**src/rtl/addsub_pkg.sv**
```systemverilog
// Shared types and helpers for the pipelined adder/subtractor.
//   addsub_mode_e : operation select (ADD = A+B+cin, SUB = A-B)
//   ovf_calc      : signed overflow from the operand/result MSBs
package addsub_pkg;

  typedef enum logic {
    ADD = 1'b0,
    SUB = 1'b1
  } addsub_mode_e;

  // Overflow when both effective operands share a sign the result does not.
  function automatic logic ovf_calc(input logic a_msb, input logic b_msb, input logic s_msb);
    return (a_msb == b_msb) && (s_msb != a_msb);
  endfunction

endpackage

```
**src/rtl/pipelined_add_sub_if.sv**
```systemverilog
// Handshake/data bundle of the pipelined adder/subtractor.
//   valid_i/ready_o      : operand handshake (ready_o is combinational)
//   A_i, Y_i, C_i, sub_i : operands, carry-in, mode
//   valid_o/ready_i      : result handshake
//   Sum_o, c_o, ovf_o, zero_o : result and flags
// slave modport is the adder side, master modport is the operand/result user.
interface pipelined_add_sub_if #(
  parameter int unsigned WIDTH = 32
);

  logic             valid_i;
  logic             ready_o;
  logic [WIDTH-1:0] A_i;
  logic [WIDTH-1:0] Y_i;
  logic             C_i;
  logic             sub_i;
  logic             valid_o;
  logic             ready_i;
  logic [WIDTH-1:0] Sum_o;
  logic             c_o;
  logic             ovf_o;
  logic             zero_o;

  modport slave (
    input  valid_i, A_i, Y_i, C_i, sub_i, ready_i,
    output ready_o, valid_o, Sum_o, c_o, ovf_o, zero_o
  );

  modport master (
    output valid_i, A_i, Y_i, C_i, sub_i, ready_i,
    input  ready_o, valid_o, Sum_o, c_o, ovf_o, zero_o
  );

endinterface

```
**src/rtl/pipelined_add_sub_add_chunk.sv**
```systemverilog
// Combinational CW-bit ripple adder used for one carry-chain chunk.
//   a, b, cin : chunk operands and carry-in
//   sum, cout : chunk sum and carry-out
//   is_zero   : chunk sum is all zeros
module add_chunk #(
  parameter int unsigned CW = 8
) (
  input  logic [CW-1:0] a,
  input  logic [CW-1:0] b,
  input  logic          cin,
  output logic [CW-1:0] sum,
  output logic          cout,
  output logic          is_zero
);

  logic [CW:0] full;

  assign full    = {1'b0, a} + {1'b0, b} + (CW+1)'(cin);
  assign sum     = full[CW-1:0];
  assign cout    = full[CW];
  assign is_zero = ~|full[CW-1:0];

endmodule

```
**src/rtl/pipelined_add_sub.sv**
```systemverilog
// Pipelined WIDTH-bit adder/subtractor, carry chain split into STAGES chunks.
//   clk_i, rst_i : clock, synchronous active-high reset
//   bus (slave)  : operand handshake in, result handshake out
// Chunk k is added in stage k; unprocessed upper operand bits and the
// already-computed lower sum bits travel alongside in skew registers.
// The whole pipe advances together whenever the output slot is free or
// being drained, so ready_o is a pure function of valid_o and ready_i.
module pipelined_add_sub
  import addsub_pkg::*;
#(
  parameter int unsigned WIDTH  = 32,
  parameter int unsigned STAGES = 4
) (
  input  logic               clk_i,
  input  logic               rst_i,
  pipelined_add_sub_if.slave bus
);

  localparam int unsigned CW = WIDTH / STAGES;
  localparam int unsigned L  = STAGES - 1;

  if ((STAGES == 0) || (STAGES > WIDTH) || ((WIDTH % STAGES) != 0)) begin : g_param_check
    $error("pipelined_add_sub: WIDTH must be a non-zero multiple of STAGES");
  end

  logic             adv;
  logic             valid_q;
  logic [WIDTH-1:0] sum_q;
  logic             carry_q;
  logic             ovf_q;
  logic             zero_q;

  addsub_mode_e     mode;
  logic [WIDTH-1:0] b_mod;
  logic             cin_mod;

  // Operand conditioning: subtract is A + ~B + 1, carry-in ignored.
  assign mode    = addsub_mode_e'(bus.sub_i);
  assign b_mod   = (mode == SUB) ? ~bus.Y_i : bus.Y_i;
  assign cin_mod = (mode == SUB) ? 1'b1 : bus.C_i;

  // Global advance: a free or draining output slot lets every stage shift.
  assign adv         = ~valid_q | bus.ready_i;
  assign bus.ready_o = adv;

  for (genvar k = 0; k < STAGES; k++) begin : g_stage
    // IW: operand bits not yet consumed entering this stage (chunk k and above).
    // LW: result bits known after this stage's chunk is added.
    localparam int unsigned IW = WIDTH - k * CW;
    localparam int unsigned LW = (k + 1) * CW;

    logic [IW-1:0] a_in;
    logic [IW-1:0] b_in;
    logic          cin;
    logic          z_in;
    logic          v_in;
    logic [CW-1:0] sum_c;
    logic          cout_c;
    logic          zero_c;
    logic          z_out;
    logic [LW-1:0] s_out;

    add_chunk #(.CW(CW)) u_chunk (
      .a       (a_in[CW-1:0]),
      .b       (b_in[CW-1:0]),
      .cin     (cin),
      .sum     (sum_c),
      .cout    (cout_c),
      .is_zero (zero_c)
    );

    assign z_out = z_in & zero_c;

    if (k == 0) begin : g_src
      // First chunk works straight off the conditioned inputs.
      assign a_in  = bus.A_i;
      assign b_in  = b_mod;
      assign cin   = cin_mod;
      assign z_in  = 1'b1;
      assign v_in  = bus.valid_i;
      assign s_out = sum_c;
    end else begin : g_src
      localparam int unsigned SW = k * CW;

      logic [IW-1:0] a_q;
      logic [IW-1:0] b_q;
      logic [SW-1:0] s_q;
      logic          c_q;
      logic          z_q;
      logic          v_q;

      // Stage register between chunk k-1 and chunk k; bubbles shift like data.
      always_ff @(posedge clk_i) begin
        if (rst_i) begin
          a_q <= '0;
          b_q <= '0;
          s_q <= '0;
          c_q <= 1'b0;
          z_q <= 1'b0;
          v_q <= 1'b0;
        end else if (adv) begin
          a_q <= g_stage[k-1].a_in[IW+CW-1:CW];
          b_q <= g_stage[k-1].b_in[IW+CW-1:CW];
          s_q <= g_stage[k-1].s_out;
          c_q <= g_stage[k-1].cout_c;
          z_q <= g_stage[k-1].z_out;
          v_q <= g_stage[k-1].v_in;
        end
      end

      assign a_in  = a_q;
      assign b_in  = b_q;
      assign cin   = c_q;
      assign z_in  = z_q;
      assign v_in  = v_q;
      assign s_out = {sum_c, s_q};
    end
  end

  // Output register: result fields only load with a valid entry, so the
  // visible result never changes except on a handshake.
  always_ff @(posedge clk_i) begin
    if (rst_i) begin
      valid_q <= 1'b0;
      sum_q   <= '0;
      carry_q <= 1'b0;
      ovf_q   <= 1'b0;
      zero_q  <= 1'b0;
    end else if (adv) begin
      valid_q <= g_stage[L].v_in;
      if (g_stage[L].v_in) begin
        sum_q   <= g_stage[L].s_out;
        carry_q <= g_stage[L].cout_c;
        zero_q  <= g_stage[L].z_out;
        ovf_q   <= ovf_calc(g_stage[L].a_in[CW-1], g_stage[L].b_in[CW-1],
                            g_stage[L].sum_c[CW-1]);
      end
    end
  end

  assign bus.valid_o = valid_q;
  assign bus.Sum_o   = sum_q;
  assign bus.c_o     = carry_q;
  assign bus.ovf_o   = ovf_q;
  assign bus.zero_o  = zero_q;

endmodule
```
**src/flat_wrapper.sv**
```systemverilog
// flat-port wrapper written by rule: the top's interface ports become plain ports
module pipelined_add_sub_flat import addsub_pkg::*;
#(
  parameter int unsigned WIDTH  = 32,
  parameter int unsigned STAGES = 4
)
  (clk_i, rst_i, bus_valid_i, bus_A_i, bus_Y_i, bus_C_i, bus_sub_i, bus_ready_i, bus_ready_o, bus_valid_o, bus_Sum_o, bus_c_o, bus_ovf_o, bus_zero_o);
  pipelined_add_sub_if #(.WIDTH(WIDTH)) bus_i ();
  input  logic clk_i;
  input  logic rst_i;
  input wire logic [$bits(bus_i.valid_i)-1:0] bus_valid_i;
  input wire logic [$bits(bus_i.A_i)-1:0] bus_A_i;
  input wire logic [$bits(bus_i.Y_i)-1:0] bus_Y_i;
  input wire logic [$bits(bus_i.C_i)-1:0] bus_C_i;
  input wire logic [$bits(bus_i.sub_i)-1:0] bus_sub_i;
  input wire logic [$bits(bus_i.ready_i)-1:0] bus_ready_i;
  output wire logic [$bits(bus_i.ready_o)-1:0] bus_ready_o;
  output wire logic [$bits(bus_i.valid_o)-1:0] bus_valid_o;
  output wire logic [$bits(bus_i.Sum_o)-1:0] bus_Sum_o;
  output wire logic [$bits(bus_i.c_o)-1:0] bus_c_o;
  output wire logic [$bits(bus_i.ovf_o)-1:0] bus_ovf_o;
  output wire logic [$bits(bus_i.zero_o)-1:0] bus_zero_o;
  assign bus_i.valid_i = bus_valid_i;
  assign bus_i.A_i = bus_A_i;
  assign bus_i.Y_i = bus_Y_i;
  assign bus_i.C_i = bus_C_i;
  assign bus_i.sub_i = bus_sub_i;
  assign bus_i.ready_i = bus_ready_i;
  assign bus_ready_o = bus_i.ready_o;
  assign bus_valid_o = bus_i.valid_o;
  assign bus_Sum_o = bus_i.Sum_o;
  assign bus_c_o = bus_i.c_o;
  assign bus_ovf_o = bus_i.ovf_o;
  assign bus_zero_o = bus_i.zero_o;
  pipelined_add_sub #(.WIDTH(WIDTH), .STAGES(STAGES)) u_core (.clk_i(clk_i), .rst_i(rst_i), .bus(bus_i));
endmodule
```
**config.mk**
```make
export PLATFORM = sky130hd
export DESIGN_NAME = pipelined_add_sub_flat
export DESIGN_NICKNAME = d
export VERILOG_FILES = /design/src/rtl/addsub_pkg.sv /design/src/rtl/pipelined_add_sub_if.sv /design/src/rtl/pipelined_add_sub_add_chunk.sv /design/src/rtl/pipelined_add_sub.sv /design/src/flat_wrapper.sv
export SDC_FILE = /design/constraint.sdc
export NUM_CORES = 1
export LEC_CHECK = 0
export CAP_MARGIN = 15
export CELL_PAD_IN_SITES_DETAIL_PLACEMENT = 1
export CELL_PAD_IN_SITES_GLOBAL_PLACEMENT = 2
export CORE_MARGIN = 8
export CORE_UTILIZATION = 29
export CTS_BUF_LIST = sky130_fd_sc_hd__clkbuf_8 sky130_fd_sc_hd__clkbuf_16
export DETAILED_ROUTE_END_ITERATION = 10
export GPL_TIMING_DRIVEN = 0
export PLACE_DENSITY_LB_ADDON = 0.25
export SYNTH_ARGS = -nofsm -noshare
export SYNTH_HDL_FRONTEND = slang
export SYNTH_SLANG_ARGS = --single-unit
```
**constraint.sdc**
```tcl
create_clock -name clk_i -period 3.3 [get_ports clk_i]
set_clock_uncertainty 0.1 [all_clocks]
set_input_delay 0.825 -clock clk_i [delete_from_list [all_inputs] [get_ports clk_i]]
set_output_delay 0.825 -clock clk_i [all_outputs]
set_load 0.02 [all_outputs]
```
== After elaboration in Yosys (flattened, before gate mapping) ==
Index checks and enable logic that the tools add are counted.

* Flip-flop bits (word level): 189
* Input port bits: 70
* Word-level logic and storage cells: 51

* Equal/unequal tests: 2
* Add/subtract/negate cells: 8
* Bitwise gates (word level): 6
* Reduce and logical (&&, ||, !) cells: 10
* Mux-type cells: 2

{| class="wikitable"
|+ Operators by type and width
! operator !! number
|-
| 8-bit by 8-bit adder with 9-bit output || 4
|-
| 9-bit by 1-bit adder with 9-bit output || 4
|-
| 32-bit two-way mux || 1
|-
| 32-bit NOT || 1
|-
| 8-bit OR reduction || 4
|-
| 1-bit zero test || 4
|-
| 1-bit bitwise AND || 3
|-
| 2-bit AND reduction || 1
|-
| 1-bit == test || 1
|-
| 1-bit logical AND || 1
|-
| 1-bit two-way mux || 1
|-
| 1-bit inequality test || 1
|-
| 1-bit NOT || 1
|-
| 1-bit bitwise OR || 1
|}

== Logic depth before layout (Yosys ltp) ==
Gate-level depths: netlist of run 1.

* Depth in word-level cells: 6
* Depth in mapped cells: 12
* Mapped depth without buffers: 10

== Hierarchy ==
A second synthesis of run 1 with hierarchy kept.

* Cells, all modules: 1029
* Area total of the unflattened synthesis: 8535.7 sq um

{| class="wikitable"
|+ By module, submodules not included
! module !! cells an instance !! instances !! area each (sq um) !! seq. area each (sq um)
|-
| pipelined_add_sub || 841 || 1 || 7068.0 || 3783.6
|-
| add_chunk at u_core.g_stage[2].u_chunk ... || 47 || 2 || 370.4 || 0.0
|-
| add_chunk at u_core.g_stage[1].u_chunk || 47 || 1 || 364.1 || 0.0
|-
| add_chunk at u_core.g_stage[0].u_chunk || 47 || 1 || 362.8 || 0.0
|}

== Worst setup path after synthesis of run 1 ==
OpenSTA, ideal clock, no wires.

* Kind: input-to-reg
* Start: in bus_sub_i
* End: reg u_core.g_stage[1].g_src.z_q
* Setup slack: 42 ps
* Required time: 3083 ps
* Buffers on the path: 2
* Data arrival time: 3041 ps
* Cell stages on the path: 12
* Cell sequence: clkbuf_1 > buf_2 > xnor2_1 > fa_1 > inv_1 > fa_1 > a211o_1 > o211ai_1 > a21oi_1 > xor2_1 > a211oi_1 > a22o_1

* Longest elaborated chain between the ends: 5
* Elaborated cells on any way between the ends: 6

{| class="wikitable"
|+ Ends and longest elaborated chain
! element !! line !! text
|-
| from (decl) || flat_wrapper.sv:15 || <nowiki>input wire logic [$bits(bus_i.sub_i)-1:0] bus_sub_i;</nowiki>
|-
| 32-bit two-way mux || pipelined_add_sub.sv:39 || <nowiki>assign b_mod = (mode == SUB) ? ~bus.Y_i : bus.Y_i;</nowiki>
|-
| 8-bit by 8-bit adder with 9-bit output || pipelined_add_sub_add_chunk.sv:18 || <nowiki>assign full = {1'b0, a} + {1'b0, b} + (CW+1)'(cin);</nowiki>
|-
| 9-bit by 1-bit adder with 9-bit output (*) || pipelined_add_sub_add_chunk.sv:18 ||
|-
| 8-bit OR reduction (*) || pipelined_add_sub_add_chunk.sv:21 || <nowiki>assign is_zero = ~|full[CW-1:0];</nowiki>
|-
| 1-bit zero test (*) || pipelined_add_sub_add_chunk.sv:21 ||
|-
| to (signal assigned) || pipelined_add_sub.sv:106 || <nowiki>z_q <= g_stage[k-1].z_out;</nowiki>
|-
| to (decl) || pipelined_add_sub.sv:89 || <nowiki>logic z_q;</nowiki>
|}

Mark *: on every way between the ends. The rest lies on a longest branch, timed or not.
A chain may end at the register's enable or synchronous reset.

== Final worst setup path of run 1 ==
* Start: in bus_ready_i
* End: out bus_ready_o

* Longest elaborated chain between the ends: 1

{| class="wikitable"
|+ Ends and longest elaborated chain
! element !! line !! text
|-
| from (decl) || flat_wrapper.sv:16 || <nowiki>input wire logic [$bits(bus_i.ready_i)-1:0] bus_ready_i;</nowiki>
|-
| 1-bit bitwise OR || pipelined_add_sub.sv:43 || <nowiki>assign adv = ~valid_q | bus.ready_i;</nowiki>
|-
| to (decl) || flat_wrapper.sv:17 || <nowiki>output wire logic [$bits(bus_i.ready_o)-1:0] bus_ready_o;</nowiki>
|}

No other way between the ends.

==> metrics.csv, run 1 <==
metric,value,unit
synthCells,985,
stdcell_count,1461,
die_h,182,µm
ys_async_sr_fraction,0,
critPathArrivalTime,2.32,ns
viasPerCell,4.64,
required,2.37,ns
grt_usage,0.149,
drive_gt1_frac,0.0393,
grt_pass1_wl,39.2,mm
synth.distinct_cells,43,
gp_congestion,0.791,
post-route-util,0.372,
hp-class,flip-flop to flip-flop,
tightest_slew,0.802,ns
hold_path_depth,2,
wl_per_cell,16.5,µm
finalHoldViolCount,0,
antenna_found_initial,0,
synth_nets,1091,
status,finished clean,
synth_area,7990,µm²
slew_viol_final,0,
ff2ff_setup_slack,0.56,ns
insertedDiodeCount,0,
maxCapViolCount,0,
finalCriticalPeriod,3.24,ns
synth-seq-cells,189,
pin_count,107,
numCtsBuffers,17,
port_buffers,104,
r2r_cells,8,
ant_nets,0,
htree_levels,4,
end_kind,primary output,
hold_path.startpoint,u_core.g_stage[2].a_in[14],
min_to,u_core.g_stage[3].a_in[6],
fmax,0.308,GHz
cts_sinks,189,
p_leak,3.76,nW
overflow,0,
synth_warnings,0,
drt-pass1-iter-count,4,
grt_pass1_vias,7151,
crit_fanout,15,
synth_flop_cell,dfxtp_1,
vdd_drop_max,359,µV
ys_seq_area_frac,0.474,
row_count,60,
clock_latency,0.43,ns
dr_total_vias,6778,
dieWidth,182,µm
syn2layout_area_growth,25.9,%
rr_startpoint,u_core.g_stage[2].cin,
path_clk_slew,0.07,ns
wl,24.1,mm
dieArea,33100,µm²
rsz0062_at_grt,false,
p_per_area,521,nW/µm²
setup_violations,0,
postCtsHoldBufs,0,
dp_hpwl,18.9,mm
synth_edf_count,0,
dpl.cell_count,1430,
start_util,0.296,
grt_max_degree,20,
route.detailed.drc,0,
core_area,27000,µm²
cts_tree,done,
max_slew_margin,0.465,
crit_type,input port to primary output,
period_share,0.983,
cts-root-buf,clkbuf_16,
fin_nets,1213,
drtIter0Drc,210,
r2r-end,u_core.g_stage[3].g_src.s_q[22],
cp-start-kind,input port,
post_cts_buffers,0,
clockBufferDepth,2,
syn_area_per_cell,8.11,µm²
==> routing by layer <==
layer / routed length (µm) / part of all wire / track usage
met4: 197 / 0.0082 / 0.0348
met5: 0 / 0 / 0
met1: 12200 / 0.50 / 0.202
met3: 906 / 0.038 / 0.0303
met2: 10800 / 0.45 / 0.240
==> sequential cells by signal, indices dropped and copies added (netlist names) <==
name	cells
u_core.bus.Sum_o	32
u_core.bus.c_o	1
u_core.bus.ovf_o	1
u_core.bus.valid_o	1
u_core.bus.zero_o	1
u_core.g_stage.a_in	48
u_core.g_stage.b_in	48
u_core.g_stage.cin	3
u_core.g_stage.g_src.s_q	48
u_core.g_stage.g_src.v_q	3
u_core.g_stage.g_src.z_q	3
==> cell usage in the layout, fill, tap and decap left out, types with 6 or more instances in the layout <==
master / Yosys / final
a21o_1: 6 / 6
dfxtp_1: 189 / 189
ha_1: 28 / 28
inv_8: 0 / 6
inv_1: 11 / 11
clkbuf_1: 56 / 54
nor2_1: 63 / 63
o21ai_1: 10 / 10
a211oi_1: 40 / 40
xor2_1: 16 / 16
clkdlybuf4s50_1: 0 / 103
nand2_1: 292 / 292
xnor2_1: 36 / 36
fa_1: 8 / 8
clkbuf_16: 0 / 17
a21oi_1: 159 / 159
nor3_1: 9 / 9
==> critical path: stages <==
cell,delay (ns)
clkdlybuf4s50_1,0.47
nor2b_2,0.08
inv_2,0.26
buf_2,0.30
clkdlybuf4s15_1,0.38
==> cell families (layout without fill, tap and decap cells) <==
family / after synthesis / in the layout / synth area share
AOI/OAI and AO/OA: 245 / 245 / 0.178
xor gates and xnor gates: 52 / 52 / 0.0570
adders and majority gates: 36 / 36 / 0.0639
buffers and inverters: 77 / 212 / 0.0367
DFF: 189 / 189 / 0.474
and+or+nand+nor: 386 / 386 / 0.191
==> timing repair <==
item | in CTS | in global routing
gates cloned | 0 | 0
setup endpoints to repair | 2 | 2
endpoints found under the hold margin | 0 | 0
resized for setup | 4 | 3
==> cell type report <==
type                       instances  area, µm²
inverter                          12       45.0
fill                            3262      17000
timing repair buffer             104       1040
sequential                       189       3780
clock buffer                      17        425
clock inverter                    15        171
buffer                            64        249
tap                              341        427
multi-input combinational        719       3910
==> cells in the mapped netlist (3+ instances only) <==
cell type,instances,area share
nor3_1,9,0.0056
o21a_1,3,0.0028
nor2_1,63,0.030
a21o_1,6,0.0056
o21ai_0,5,0.0031
nor2b_1,4,0.0031
nor4_1,3,0.0023
xor2_1,16,0.018
nand4_1,3,0.0023
dfxtp_1,189,0.47
a21oi_1,159,0.10
nand2_1,292,0.14
a211oi_1,40,0.038
o211ai_1,5,0.0047
fa_1,8,0.020
buf_2,3,0.0019
o21bai_1,3,0.0028
o21ai_1,10,0.0063
ha_1,28,0.044
clkbuf_1,56,0.026
buf_1,6,0.0028
inv_1,11,0.0052
xnor2_1,36,0.039
==> power by group <==
group	internal, mW	switching, mW	leakage [nW]	total [mW]
combinational	0.288	0.355	1.91	0.643
sequential	2.42	0.0814	1.55	2.50
clock	1.09	1.01	0.297	2.10
==> worst max path at each step <==
stage                      startpoint                           to  slack (ns)  cells past startpoint
final                     bus_ready_i                  bus_ready_o        0.06                      5
after global routing      bus_ready_i                  bus_ready_o        0.02                      5
after CTS                   bus_sub_i  u_core.g_stage[1].g_src.z_q        0.03                     12
after detailed placement  bus_ready_i                  bus_ready_o       -0.77                      6
after global placement    bus_ready_i                  bus_ready_o       -0.75                      6
after floorplan             bus_sub_i  u_core.g_stage[1].g_src.z_q        0.04                     12
==> metrics by stage <==
stage               hold slack, ns  setup WS (ns)  TNS, ns  power (mW)  instance area [µm²]
finish                       0.353         0.0574        0        5.24                10100
global route                 0.369         0.0219        0        5.50                10100
CTS                          0.356         0.0318        0        5.32                10100
detailed placement           0.345         -0.771    -2.00        3.20                 9460
global placement             0.340         -0.751    -1.80        3.19                 9460
floorplan                    0.327         0.0422        0        2.93                 7990
No activity file was read; power rests on OpenSTA's default activity.
==> run 2, diff against run 1 <==
--- a/config.mk
+++ b/config.mk
@@ -8,9 +8,10 @@
 export CAP_MARGIN = 15
 export CELL_PAD_IN_SITES_DETAIL_PLACEMENT = 1
 export CELL_PAD_IN_SITES_GLOBAL_PLACEMENT = 2
-export CORE_MARGIN = 8
+export CORE_MARGIN = 2
 export CORE_UTILIZATION = 29
 export CTS_BUF_LIST = sky130_fd_sc_hd__clkbuf_8 sky130_fd_sc_hd__clkbuf_16
+export CTS_CLUSTER_DIAMETER = 150
 export DETAILED_ROUTE_END_ITERATION = 10
 export GPL_TIMING_DRIVEN = 0
 export PLACE_DENSITY_LB_ADDON = 0.25
==> metrics.csv, run 2 (synthesized netlist as in run 1, its figures left out) <==
metric,value,unit
status,finished clean,
cts_tree,done,
start_util,0.296,
dr_total_vias,6842,
switching_share,0.281,
p_comb_frac,0.125,
p_clk_frac,0.391,
viasPerCell,4.68,
fin_nets,1213,
crit_type,input port to primary output,
fmax,0.311,GHz
grt_usage,0.169,
drive_gt1_frac,0.0393,
maxCapViolCount,0,
row_count,60,
finalPower,5.16,mW
cell_internal_pwr,3.71,mW
slew_viol_final,0,
cp_slowest_cell,clkdlybuf4s50_1,
ant_nets,0,
layout_commonest_cell,nand2_1,
required,2.37,ns
period_share,0.973,
p_per_area,514,nW/µm²
p_switching,1.45,mW
rsz0062_at_grt,false,
cp-start-kind,input port,
antenna_found_initial,0,
hp-class,flip-flop to flip-flop,
end_kind,primary output,
insertedDiodeCount,0,
max_slew_margin,0.494,
p_leak,3.73,nW
seqPwrFrac,0.484,
clockBufferDepth,2,
tightest_slew,0.760,ns
setup_violations,0,
cts-root-buf,clkbuf_16,
post-route-util,0.371,
grt_pass1_wl,37.5,mm
wl_per_cell,16.0,µm
dieArea,28900,µm²
cts_sinks,189,
gp_congestion,0.774,
grt_max_degree,20,
postCtsHoldBufs,0,
slowest_delay,0.48,ns
drtIter0Drc,218,
holdWs,0.350,ns
post_cts_buffers,0,
route.detailed.drc,0,
htree_levels,4,
numCtsBuffers,17,
postLayoutSetupSlackWorst,0.0882,ns
wl,23.4,mm
regArea,3780,µm²
overflow,0,
finalCriticalPeriod,3.21,ns
r2r_cells,7,
final_cell_mix,"nand2_1, dfxtp_1, a21oi_1",
port_buffers,104,
dp_hpwl,18.1,mm
critPathArrivalTime,2.29,ns
core_area,27000,µm²
drt-pass1-iter-count,4,
num-fill-cells,3255,
fin_setup_tns,0,ns
pin_count,107,
multiInputGateArea,3910,µm²
grt_pass1_vias,6765,
die_h,170,µm
preCtsSetupSlack,-0.761,ns
path_clk_slew,0.07,ns
vdd_drop_max,304,µV
cp_cell_sequence,clkdlybuf4s50_1 -> nor2b_2 -> inv_2 -> clkbuf_4 -> dlygate4sd2_1,
finalHoldViolCount,0,
syn2layout_area_growth,25.6,%
crit_fanout,15,
clock_latency,0.44,ns
hold_path_depth,2,
dieWidth,170,µm
run 2: cell types whose count changed in the layout (fill, tap and decap cells not counted), sizes merged:
cell           before  now
bufinv              1    0
clkinv              4    5
buf                 9    8
dlygate4sd2         0    1
clkbuf             72   73
clkdlybuf4s15       1    0
clkinvlp            0    2
inv                22   20
run 2: path summary, 6_finish.rpt:
kind                                                  from                           to  slack [ns]
worst min-delay path            u_core.g_stage[1].b_in[21]   u_core.g_stage[2].b_in[13]        0.35
worst min register to register  u_core.g_stage[1].b_in[21]   u_core.g_stage[2].b_in[13]        0.35
worst max-delay path                           bus_ready_i                  bus_ready_o        0.09
worst max register to register       u_core.g_stage[2].cin  u_core.g_stage[3].g_src.z_q        0.58
run 2: critical path, delay by kind of cell:
kind,cells,cell delay (ns)
buf+inv,4,1.39
simple gates,1,0.07
run 2: layout make-up:
cell class,count,area share
repair buffers,104,0.104
well taps,341,0.0425
clock buffers,17,0.0424
clock inverters,15,0.0146
plain buffers,64,0.0251
inverters,12,0.00449
multi-input cells,719,0.390
flip-flops and latches,189,0.377
run 2: layer usage:
metal | share of wire | routed length [µm] | vias to the layer above | global-route usage
met4 | 0.0075 | 175 | 0 | 0.0379
met5 | 0 | 0 | - | 0
met3 | 0.032 | 750 | 12 | 0.0335
li1 | - | - | 3531 | -
met1 | 0.50 | 11800 | 3193 | 0.235
met2 | 0.46 | 10700 | 106 | 0.271
run 2: through the flow:
| stage | cell area, µm² | instances |
|---|---|---|
| floorplan | 7990 | 985 |
| global placement | 9460 | 1430 |
| detailed placement | 9460 | 1430 |
| CTS | 10000 | 1461 |
| global route | 10000 | 1461 |
| finish | 10000 | 1461 |
run 2: power groups by stage:
stage / logic, mW / clock network [mW] / registers (mW)
floorplan: 0.398 / 0 / 2.53
global placement: 0.641 / 0 / 2.55
detailed placement: 0.647 / 0 / 2.55
CTS: 0.654 / 2.08 / 2.50
global route: 0.722 / 2.19 / 2.52
finish: 0.645 / 2.02 / 2.50
run 2: repair_timing:
action                                 4_1_cts  5_1_grt
endpoints found under the hold margin        0        0
pin swaps                                    0        0
setup endpoints to repair                    2        2
gates resized for setup                      4        3
cloned                                       0        0
